--- src/rtl/bitnet_layer_sequencer.sv ---
// Walks the layer chain forward (and optionally backward), issuing start strobes and waiting for per-layer done pulses.
// Registered outputs: the strobe appears the cycle after start or after the previous layer's done; a per-layer watchdog ends a stalled pass with err.
module bitnet_layer_sequencer #(
  parameter int LAYERS  = 4,
  parameter int TIMEOUT = 64
) (
  input  logic                                          clk_in,
  input  logic                                          rst_in,
  input  logic                                          start,
  input  logic                                          train,
  input  logic [LAYERS-1:0]                             fd_done,
  input  logic [LAYERS-1:0]                             bk_done,
  output logic [LAYERS-1:0]                             fd_prop,
  output logic [LAYERS-1:0]                             bk_prop,
  output logic                                          busy,
  output logic                                          phase,
  output logic [((LAYERS > 1) ? $clog2(LAYERS) : 1)-1:0] layer_idx,
  output logic                                          done,
  output logic                                          err
);

  localparam int IW = (LAYERS > 1) ? $clog2(LAYERS) : 1;
  localparam int CW = $clog2(TIMEOUT + 1);

  localparam logic [IW-1:0] IDX_LAST = IW'(LAYERS - 1);
  localparam logic [CW-1:0] CNT_LAST = CW'(TIMEOUT - 1);
  localparam logic [CW-1:0] CNT_SAT  = CW'(TIMEOUT);

  localparam logic [2:0] S_IDLE     = 3'd0;
  localparam logic [2:0] S_FD_ISSUE = 3'd1;
  localparam logic [2:0] S_FD_WAIT  = 3'd2;
  localparam logic [2:0] S_BK_ISSUE = 3'd3;
  localparam logic [2:0] S_BK_WAIT  = 3'd4;
  localparam logic [2:0] S_DONE     = 3'd5;

  logic [2:0]    state, state_n;
  logic [IW-1:0] idx_n;
  logic          phase_n;
  logic          train_q, train_n;
  logic [CW-1:0] wait_cnt, cnt_n;
  logic          err_n;

  always_comb begin
    state_n = state;
    idx_n   = layer_idx;
    phase_n = phase;
    train_n = train_q;
    cnt_n   = wait_cnt;
    err_n   = err;
    case (state)
      S_IDLE: begin
        if (start) begin
          state_n = S_FD_ISSUE;
          train_n = train;
          err_n   = 1'b0;
          idx_n   = '0;
          phase_n = 1'b0;
        end
      end
      S_FD_ISSUE: begin
        state_n = S_FD_WAIT;
        cnt_n   = '0;
      end
      S_FD_WAIT: begin
        // A done in the same cycle as the last watchdog count takes priority.
        if (fd_done[layer_idx]) begin
          if (layer_idx != IDX_LAST) begin
            idx_n   = layer_idx + 1'b1;
            state_n = S_FD_ISSUE;
          end else if (train_q) begin
            idx_n   = IDX_LAST;
            phase_n = 1'b1;
            state_n = S_BK_ISSUE;
          end else begin
            state_n = S_DONE;
          end
        end else if (wait_cnt == CNT_LAST) begin
          err_n   = 1'b1;
          state_n = S_DONE;
        end else if (wait_cnt != CNT_SAT) begin
          cnt_n = wait_cnt + 1'b1;
        end
      end
      S_BK_ISSUE: begin
        state_n = S_BK_WAIT;
        cnt_n   = '0;
      end
      S_BK_WAIT: begin
        if (bk_done[layer_idx]) begin
          if (layer_idx != '0) begin
            idx_n   = layer_idx - 1'b1;
            state_n = S_BK_ISSUE;
          end else begin
            state_n = S_DONE;
          end
        end else if (wait_cnt == CNT_LAST) begin
          err_n   = 1'b1;
          state_n = S_DONE;
        end else if (wait_cnt != CNT_SAT) begin
          cnt_n = wait_cnt + 1'b1;
        end
      end
      S_DONE: begin
        state_n = S_IDLE;
        idx_n   = '0;
        phase_n = 1'b0;
      end
      default: state_n = S_IDLE;
    endcase
  end

  // Outputs are decoded from the next state so they line up with the state they describe.
  always_ff @(posedge clk_in) begin
    if (rst_in) begin
      state     <= S_IDLE;
      layer_idx <= '0;
      phase     <= 1'b0;
      train_q   <= 1'b0;
      wait_cnt  <= '0;
      err       <= 1'b0;
      fd_prop   <= '0;
      bk_prop   <= '0;
      busy      <= 1'b0;
      done      <= 1'b0;
    end else begin
      state     <= state_n;
      layer_idx <= idx_n;
      phase     <= phase_n;
      train_q   <= train_n;
      wait_cnt  <= cnt_n;
      err       <= err_n;
      fd_prop   <= (state_n == S_FD_ISSUE) ? (LAYERS'(1) << idx_n) : '0;
      bk_prop   <= (state_n == S_BK_ISSUE) ? (LAYERS'(1) << idx_n) : '0;
      busy      <= (state_n != S_IDLE);
      done      <= (state_n == S_DONE);
    end
  end

endmodule

--- config.mk ---
export PLATFORM = sky130hd
export DESIGN_NAME = bitnet_layer_sequencer
export DESIGN_NICKNAME = d
export VERILOG_FILES = /design/src/rtl/bitnet_layer_sequencer.sv
export SDC_FILE = /design/constraint.sdc
export NUM_CORES = 1
export LEC_CHECK = 0
export CORE_ASPECT_RATIO = 0.7
export CORE_UTILIZATION = 55
export DETAILED_ROUTE_END_ITERATION = 8
export GPL_TIMING_DRIVEN = 0
export PLACE_DENSITY = 0.94
export SYNTH_ARGS = -nofsm -noshare
export SYNTH_HDL_FRONTEND = slang
export SYNTH_SLANG_ARGS = --single-unit
--- constraint.sdc ---
create_clock -name clk_in -period 6.01 [get_ports clk_in]
set_input_delay 1.803 -clock clk_in [delete_from_list [all_inputs] [get_ports clk_in]]
set_output_delay 1.803 -clock clk_in [all_outputs]
set_load 0.01 [all_outputs]
Yosys cells after proc, flatten, opt, wreduce, memory -nomap -nowiden

Cells that the tools add are included.

Register bits: 25
Input bits: 12
Output and inout port bits: 14
Word-level logic and storage cells: 80

Add/subtract/negate cells: 3
Magnitude comparators: 1
Equality and inequality tests: 17
Shifts and indexed selects: 1
Muxes and demuxes: 33
Bitwise operators: 2
Reductions and logical operators: 13

Operators with widths:

| operator              | count |
|---|---|
| $mux W7               | 4 |
| $mux W3               | 7 |
| $pmux W7 S3           | 1 |
| $pmux W3 S5           | 1 |
| $ne A2 B2 Y1 const B  | 7 |
| $mux W2               | 6 |
| $reduce_bool A3 Y1    | 4 |
| $eq A3 B2 Y1 const B  | 3 |
| $eq A3 B3 Y1 const B  | 3 |
| $mux W1               | 9 |
| $pmux W2 S4           | 1 |
| $add A7 B1 Y7 const B | 1 |
| $eq A7 B6 Y1 const B  | 1 |
| $ne A7 B7 Y1 const B  | 1 |
| $eq A3 B1 Y1 const B  | 2 |
| $pmux W1 S3           | 2 |
| $reduce_or A2 Y1      | 3 |
| $reduce_and A5 Y1     | 1 |
| $bmux W1 S2           | 2 |
| $reduce_and A4 Y1     | 1 |
| $shl A1 B2 Y4 const A | 1 |
| $logic_not A3 Y1      | 1 |
| $lt A2 B3 Y1 const B  | 1 |
| $reduce_and A3 Y1     | 1 |
| 5 further kinds       | 6 |

Depth between registers and ports, before layout

Gate-level depths: netlist (run 1).

Depth after elaboration: 7
Mapped depth: 7
Mapped depth without buffers: 7

Worst setup path before layout (run 1)

No wires, ideal clock.

Kind: input -> register
Start: in fd_done[3]
End: reg busy
Setup time: 117 ps
Arrival time: 3313 ps
Required time: 5893 ps
Setup slack: 2581 ps
Cell stages on the path: 5
Path buffers: 0
Cells stage by stage: mux4_2 and3_1 o21a_1 or4_4 a22o_1

Longest elaborated chain between the ends: 5

Ends and longest elaborated chain:

| item                          | line | text |
|---|---|---|
| start: declaration            | 11   | `input logic [LAYERS-1:0] fd_done,` |
| $bmux W1 S2                   | 66   | `if (fd_done[layer_idx]) begin` |
| $mux W1 (implied by the code) | 66   |  |
| $mux W3                       | 66   |  |
| $pmux W3 S5                   | 50   | `case (state)` |
| $reduce_bool A3 Y1            | 134  | `busy <= (state_n != S_IDLE);` |
| end signal: assignment        | 134  |  |
| end: declaration              | 15   | `output logic busy,` |

Every way passes these cells. The select of a mux whose other input is x is not followed.
A chain may end at the register's enable or synchronous reset.

Worst setup path in the final report (run 1)

Start: in bk_done[2]
End: reg fd_prop[1]

Longest elaborated chain between the ends: 7
Elaborated cells on any way between the ends: 10
Those cells by class: 1 x eq/ne; 1 x shift; 6 x mux; 1 x bitwise; 1 x reduce/logical

Ends and longest elaborated chain:

| item                              | line | text |
|---|---|---|
| start: declaration                | 12   | `input logic [LAYERS-1:0] bk_done,` |
| $bmux W1 S2 *                     | 89   | `if (bk_done[layer_idx]) begin` |
| $mux W1 (implied by the code) *   | 89   |  |
| $mux W3                           | 89   |  |
| $pmux W3 S5                       | 50   |  |
| $eq A3 B1 Y1                      | 132  | `fd_prop <= (state_n == S_FD_ISSUE) ? (LAYERS'(1) << idx_n) : '0;` |
| $not A1 Y1 (no source line)       | -    |  |
| $reduce_or A2 Y1 (no source line) | -    |  |
| end signal: assignment            | 132  |  |
| end: declaration                  | 13   | `output logic [LAYERS-1:0] fd_prop,` |

Every way passes the cells marked *; elsewhere a longest branch is shown, timed or not. The select of a mux whose other input is x is not followed.

==> results of run 1 <==
## critical path, cell delays in order
cell and delay, ns:
clkdlybuf4s50_1 0.43, mux4_2 0.60, a31o_1 0.25, a211oi_1 0.31
nor2_1 0.18, nor4_1 0.33
## power by group
part | internal (mW) | switching (mW) | total, mW
combinational | 0.0627 | 0.0787 | 0.141
clock | 0.0250 | 0.0499 | 0.0749
sequential | 0.179 | 0.0103 | 0.189
## flip-flops by register name, indices dropped and copies added (netlist names)
| name | count |
|---|---|
| wait_cnt | 7 |
| bk_prop | 4 |
| fd_prop | 4 |
| state | 3 |
| layer_idx | 2 |
| busy | 1 |
| done | 1 |
| err | 1 |
| phase | 1 |
| train_q | 1 |
## cells by family after synthesis
logic type               after synthesis  synth area share [%]
multiplexers                           3                  4.04
AND/OR/NAND/NOR                       69                  30.5
XOR/XNOR                               3                  1.89
flip-flops                            25                  35.9
buffers and inverters                 13                  4.04
adder cells (fa/ha/maj)                5                  4.49
AO/OA/AOI/OAI                         36                  19.0
## cells in the final DEF (no fill, tap or decap), types with 2 or more instances in the layout
master / synthesis / layout
ha_1: 5 / 5
dfxtp_1: 25 / 25
nor4b_2: 2 / 2
nand3_1: 5 / 5
xnor2_1: 2 / 2
nand2_1: 6 / 6
nor2b_1: 2 / 2
or3_1: 2 / 2
nor3b_1: 2 / 2
clkbuf_1: 3 / 3
nor4b_1: 4 / 4
a211oi_1: 2 / 2
nor2_1: 14 / 14
a31o_1: 2 / 2
nor3_1: 2 / 2
o21ai_0: 6 / 6
nor4_1: 2 / 2
clkbuf_4: 0 / 3
inv_1: 8 / 8
nand2b_1: 5 / 5
and3_1: 5 / 5
and2_1: 2 / 2
o221ai_1: 2 / 2
nand4_1: 2 / 2
a21oi_1: 12 / 12
nand3b_1: 4 / 4
a31oi_1: 3 / 3
or2_2: 5 / 5
mux4_2: 2 / 2
o21a_1: 3 / 3
clkdlybuf4s50_1: 0 / 24
and3b_1: 2 / 2
## worst max path at each step
stage	end	slack, ns	cells past startpoint	from
after floorplan	busy	2.58	5	fd_done[3]
after global placement	busy	2.10	6	fd_done[2]
after detailed placement	fd_prop[2]	2.03	5	bk_done[2]
after CTS	fd_prop[1]	2.33	6	bk_done[2]
after global routing	fd_prop[1]	2.19	6	bk_done[2]
final	fd_prop[1]	2.32	6	bk_done[2]
## per-stage QoR
stage | std cells | utilization [%]
after floorplan | 154 | -
after global placement | 210 | 74.0
after detailed placement | 210 | 74.0
after global routing | 214 | 75.2
final | 214 | 75.2
after CTS | 214 | 75.2
## area by class of cell
type | instances | area [µm²] | area share [%]
clock buffers | 3 | 22.5 | 1.32
clock inverters | 1 | 5.00 | 0.294
flip-flops and latches | 25 | 500 | 29.4
repair buffers | 24 | 240 | 14.1
well taps | 32 | 40.0 | 2.35
plain buffers | 5 | 26.3 | 1.55
multi-input cells | 116 | 836 | 49.2
inverters | 8 | 30.0 | 1.77
## layer usage
layer / vias to the layer above / share of wire (%) / wire length [µm] / track usage [%]
li1: 622 / - / - / -
met1: 584 / 46 / 1610 / 36.5
met2: 60 / 45 / 1570 / 44.8
met3: 8 / 8.0 / 279 / 7.73
met4: 0 / 1.4 / 49 / 6.05
met5: - / 0 / 0 / 0
==> impl_metrics.ini, run 1 <==
[outcome]
status = finished, final reports clean

[cts]
root_buffer = clkbuf_4
post-cts-setup-buffer-count = 0
postCtsHoldBufs = 0
cts_resized = 0
clockBufferDepth = 2
clk_pin_slew_worst_paths_ns = 0.13
clock_sinks = 25
cts_tree = yes
cts_buffers = 3
htree_levels = 1
clkLatencyLatePin_ns = 0.32

[place]
placed_cell_area_um2 = 1670
io_buffer_count = 24
place_hpwl_um = 2680
post-place-ws_ns = 2.03
gp_congestion = 0.872

[floorplan]
rows = 14
coreArea_um2 = 2260
io_pins = 26
die_y_um = 44.1
start_util_pct = 61.6
fp.dieW_um = 62.1
dieArea_um2 = 2740

[yosys]
synthesis.area_um2 = 1390
netlist_instances = 154
avgSynthCellArea_um2 = 9.04
synth_top_area_share_pct = 35.9
synth.most_common_cell = dfxtp_1
synth_edf_count = 0
ys_warn_count = 0
synth_seq_area_share_pct = 35.9
ys_types = 43
ys.flop_type = dfxtp_1
async_reset_ff_share_pct = 0
synthTopCellsByCount = dfxtp_1, nor2_1, a21oi_1, inv_1
synth_nets = 171
synth_top_area_cell = dfxtp_1
synth_area_leaders = dfxtp_1, ha_1, a21oi_1
yosys_register_bits = 25

[timing]
setup_violations = 0
tns_ns = 0
worst_pin_slew_ns = 0.700
fmax_mhz = 271
maxSlewViolCount = 0
relSlewSlack_pct = 53.3
clock_skew_ns = 0.00207
worst_slack_ns = 2.32
fin_crit_ns = 3.69
hold_viol = 0
whs_ns = 0.464
rsz0062_at_grt = no
timing.final.crit_share_pct = 61.4

[worst_hold_path]
hold_path_class = reg -> reg
worst_hold_path.endpoint = wait_cnt[6]
hp-start = wait_cnt[6]
hold_depth = 2

[route]
drt-total-wl_um = 3500
first_pass_iters = 4
drc = 0
drtIter0Drc = 77
route.antenna.remaining_nets = 0
routedWlPerCell_um = 16.4
vias = 1274
drt-vias-per-instance = 5.95

[power_and_ir_drop]
finalPower_mw = 0.406
peakVddDrop_uv = 196
p_leak_nw = 0.609
p_per_area_nw_per_um2 = 239

[grt]
grt_pass1_wl_um = 5730
grt_max_degree = 15
track_usage_pct = 27.3
antenna_found_initial = 0
grt_pass1_vias = 1174
grt_overflow = 0

[finish]
drive_above_1_share_pct = 10.4
synthToLayoutAreaGrowth_pct = 22.1
fin_nets = 200
fin_area_um2 = 1700
nFillCells = 162
n_antenna_cell = 0

[setup_path]
crit_path_end_kind = register
reg2reg_to = fd_prop[1]
required_ns = 6.24
r2r.worst_path.cells = 5
worstReg2RegStart = layer_idx[0]
cp_max_fo = 8
start_kind = primary input
crit_type = in -> reg
cp.arrival_ns = 3.91
reg2reg_setup_slack_ns = 3.67

[run]
max_cap_viol_count = 0
No activity file was read; power rests on OpenSTA's default activity.
==> run 2, diff against run 1 <==
Settings changed: CORE_UTILIZATION 55 to 46, PLACE_DENSITY 0.94 to 0.85.
Clock period 6.01 ns to 3 ns, I/O delays scaled along.
==> run 2 against run 1 <==
Net effect:
- total power rose by 110%
- non-clock buffer count unchanged
- die area grew 19%
- final cell count is 1.9% higher
- hold slack improved by 0.0039 ns
- via count grew 5.3%
- sequential power up 99%
- register-to-register slack worse by 3.0 ns
- utilization shrank 15 points
- wire length is 2.5% lower
- first-iteration DRC count is 57% higher
==> impl_metrics.ini, run 2 (synthesized netlist as in run 1, its figures left out) <==
[finish]
fin_nets = 200
top_register = wait_cnt
post-route-util_pct = 60.7
fin_area_um2 = 1720
nFillCells = 239
final_cell_mix = dfxtp_1, clkdlybuf4s50_1, nor2_1, a21oi_1, inv_1
drive_above_1_share_pct = 10.4
synthToLayoutAreaGrowth_pct = 23.8
largest_reg_flops = 7
n_antenna_cell = 0
top_regs = wait_cnt: 7 flops, bk_prop: 4 flops, fd_prop: 4 flops
final_common_cell = dfxtp_1

[setup_path]
crit_buf_inv = 1
cp_slowest_cell = mux4_2
r2r.worst_path.cells = 6
cp_max_fo = 9
endpoint = fd_prop[2]
reg2reg_to = bk_prop[3]
worstPathCellList = clkdlybuf4s50_1, mux4_2, o21a_1, o221ai_1, nor4b_2
critPathTopFamily = compound AO/OA/AOI/OAI gates
startpoint = bk_done[2]
crit_type = in -> reg
crit_path_end_kind = register
worstReg2RegStart = layer_idx[0]
cp.arrival_ns = 2.98
required_ns = 3.20
start_kind = primary input
max_stage_delay_ns = 0.60
cp_num_cells = 5
reg2reg_setup_slack_ns = 0.68

[timing]
timing.final.crit_share_pct = 92.7
worst_pin_slew_ns = 0.626
setup_violations = 0
relSlewSlack_pct = 58.2
hold_viol = 0
fmax_mhz = 360
rsz0062_at_grt = no
clock_skew_ns = 0.00260
maxSlewViolCount = 0
fin_crit_ns = 2.78

[route]
vias = 1341
routedWlPerCell_um = 15.7
wl_met1_um = 1520
first_pass_iters = 5
route.antenna.remaining_nets = 0
drtIter0Drc = 121
drc = 0
dr.max_layer_used = met4
wl_met2_um = 1530
wl_met3_um = 328
drt-vias-per-instance = 6.15
drt-total-wl_um = 3410

[floorplan]
die_y_um = 48.0
fp.dieW_um = 67.8
io_pins = 26
rows = 16
coreArea_um2 = 2840
dieArea_um2 = 3260
start_util_pct = 49.0

[power_and_ir_drop]
p_leak_nw = 0.617
peakVddDrop_uv = 253
p_per_area_nw_per_um2 = 505

[grt]
grt_max_degree = 15
grt_pass1_vias = 1192
track_usage_pct = 23.6
grt_pass1_wl_um = 5530
antenna_found_initial = 0
grt_overflow = 0

[cts]
clkLatencyLatePin_ns = 0.28
cts_buffers = 3
htree_levels = 1
cts_tree = yes
clock_sinks = 25
cts_resized = 0
clk_pin_slew_worst_paths_ns = 0.09
postCtsHoldBufs = 0
clockBufferDepth = 2
post-cts-setup-buffer-count = 0
root_buffer = clkbuf_8

[place]
gp_congestion = 0.901
io_buffer_count = 24
placed_cell_area_um2 = 1680
place_hpwl_um = 2610

[worst_hold_path]
hp-start = wait_cnt[6]
hold_path_class = reg -> reg

[run]
max_cap_viol_count = 0

[outcome]
status = finished, final reports clean
run 2: cell counts in the layout (fill, tap and decap cells not counted):
Identical to the previous run, type by type.
run 2: worst reg2reg max path: cells and delay by family (launching register included):
kind	cells	cell delay, ns
compound gates	2	0.39
buf+inv	1	0.17
flops	1	0.51
mux	1	0.57
simple gates	2	0.59
run 2: stage by stage:
step                std cells  setup TNS (ns)  worst slack [ns]  hold WS, ns  total power [mW]
floorplan                 154               0             0.474        0.416             0.573
global placement          214        -0.00659          -0.00659        0.439             0.650
detailed placement        214          -0.272           -0.0503        0.447             0.665
CTS                       218               0             0.239        0.460             0.865
global route              218               0             0.105        0.488             0.912
finish                    218               0             0.219        0.468             0.870
run 2: metal layers:
layer	vias up	track usage [%]
li1	626	-
met1	630	30.8
met2	78	40.2
met3	7	4.29
met4	0	7.66
met5	-	0
run 2: how the worst min path moves through the flow:
stage             endpoint  slack, ns  depth (start not counted)
2_1_floorplan  wait_cnt[6]       0.42                          2
3_3_place_gp   wait_cnt[6]       0.44                          2
3_5_place_dp   wait_cnt[6]       0.45                          2
4_1_cts        wait_cnt[6]       0.46                          2
5_1_grt        wait_cnt[6]       0.49                          2
6_report       wait_cnt[6]       0.47                          2
run 2: final cells by class:
cell class	instances	area [µm²]	area share (%)
plain buffers	5	26.3	1.52
flip-flops and latches	25	500	29.0
repair buffers	24	240	13.9
clock inverters	1	5.00	0.290
inverters	8	30.0	1.74
clock buffers	3	41.3	2.39
well taps	36	45.0	2.61
multi-input cells	116	836	48.5
run 2: power by group:
| part | internal, mW | switching [mW] | total, mW | leakage [nW] |
|---|---|---|---|---|
| combinational | 0.126 | 0.161 | 0.287 | 0.388 |
| clock | 0.0933 | 0.113 | 0.206 | 0.0255 |
| sequential | 0.358 | 0.0188 | 0.377 | 0.203 |
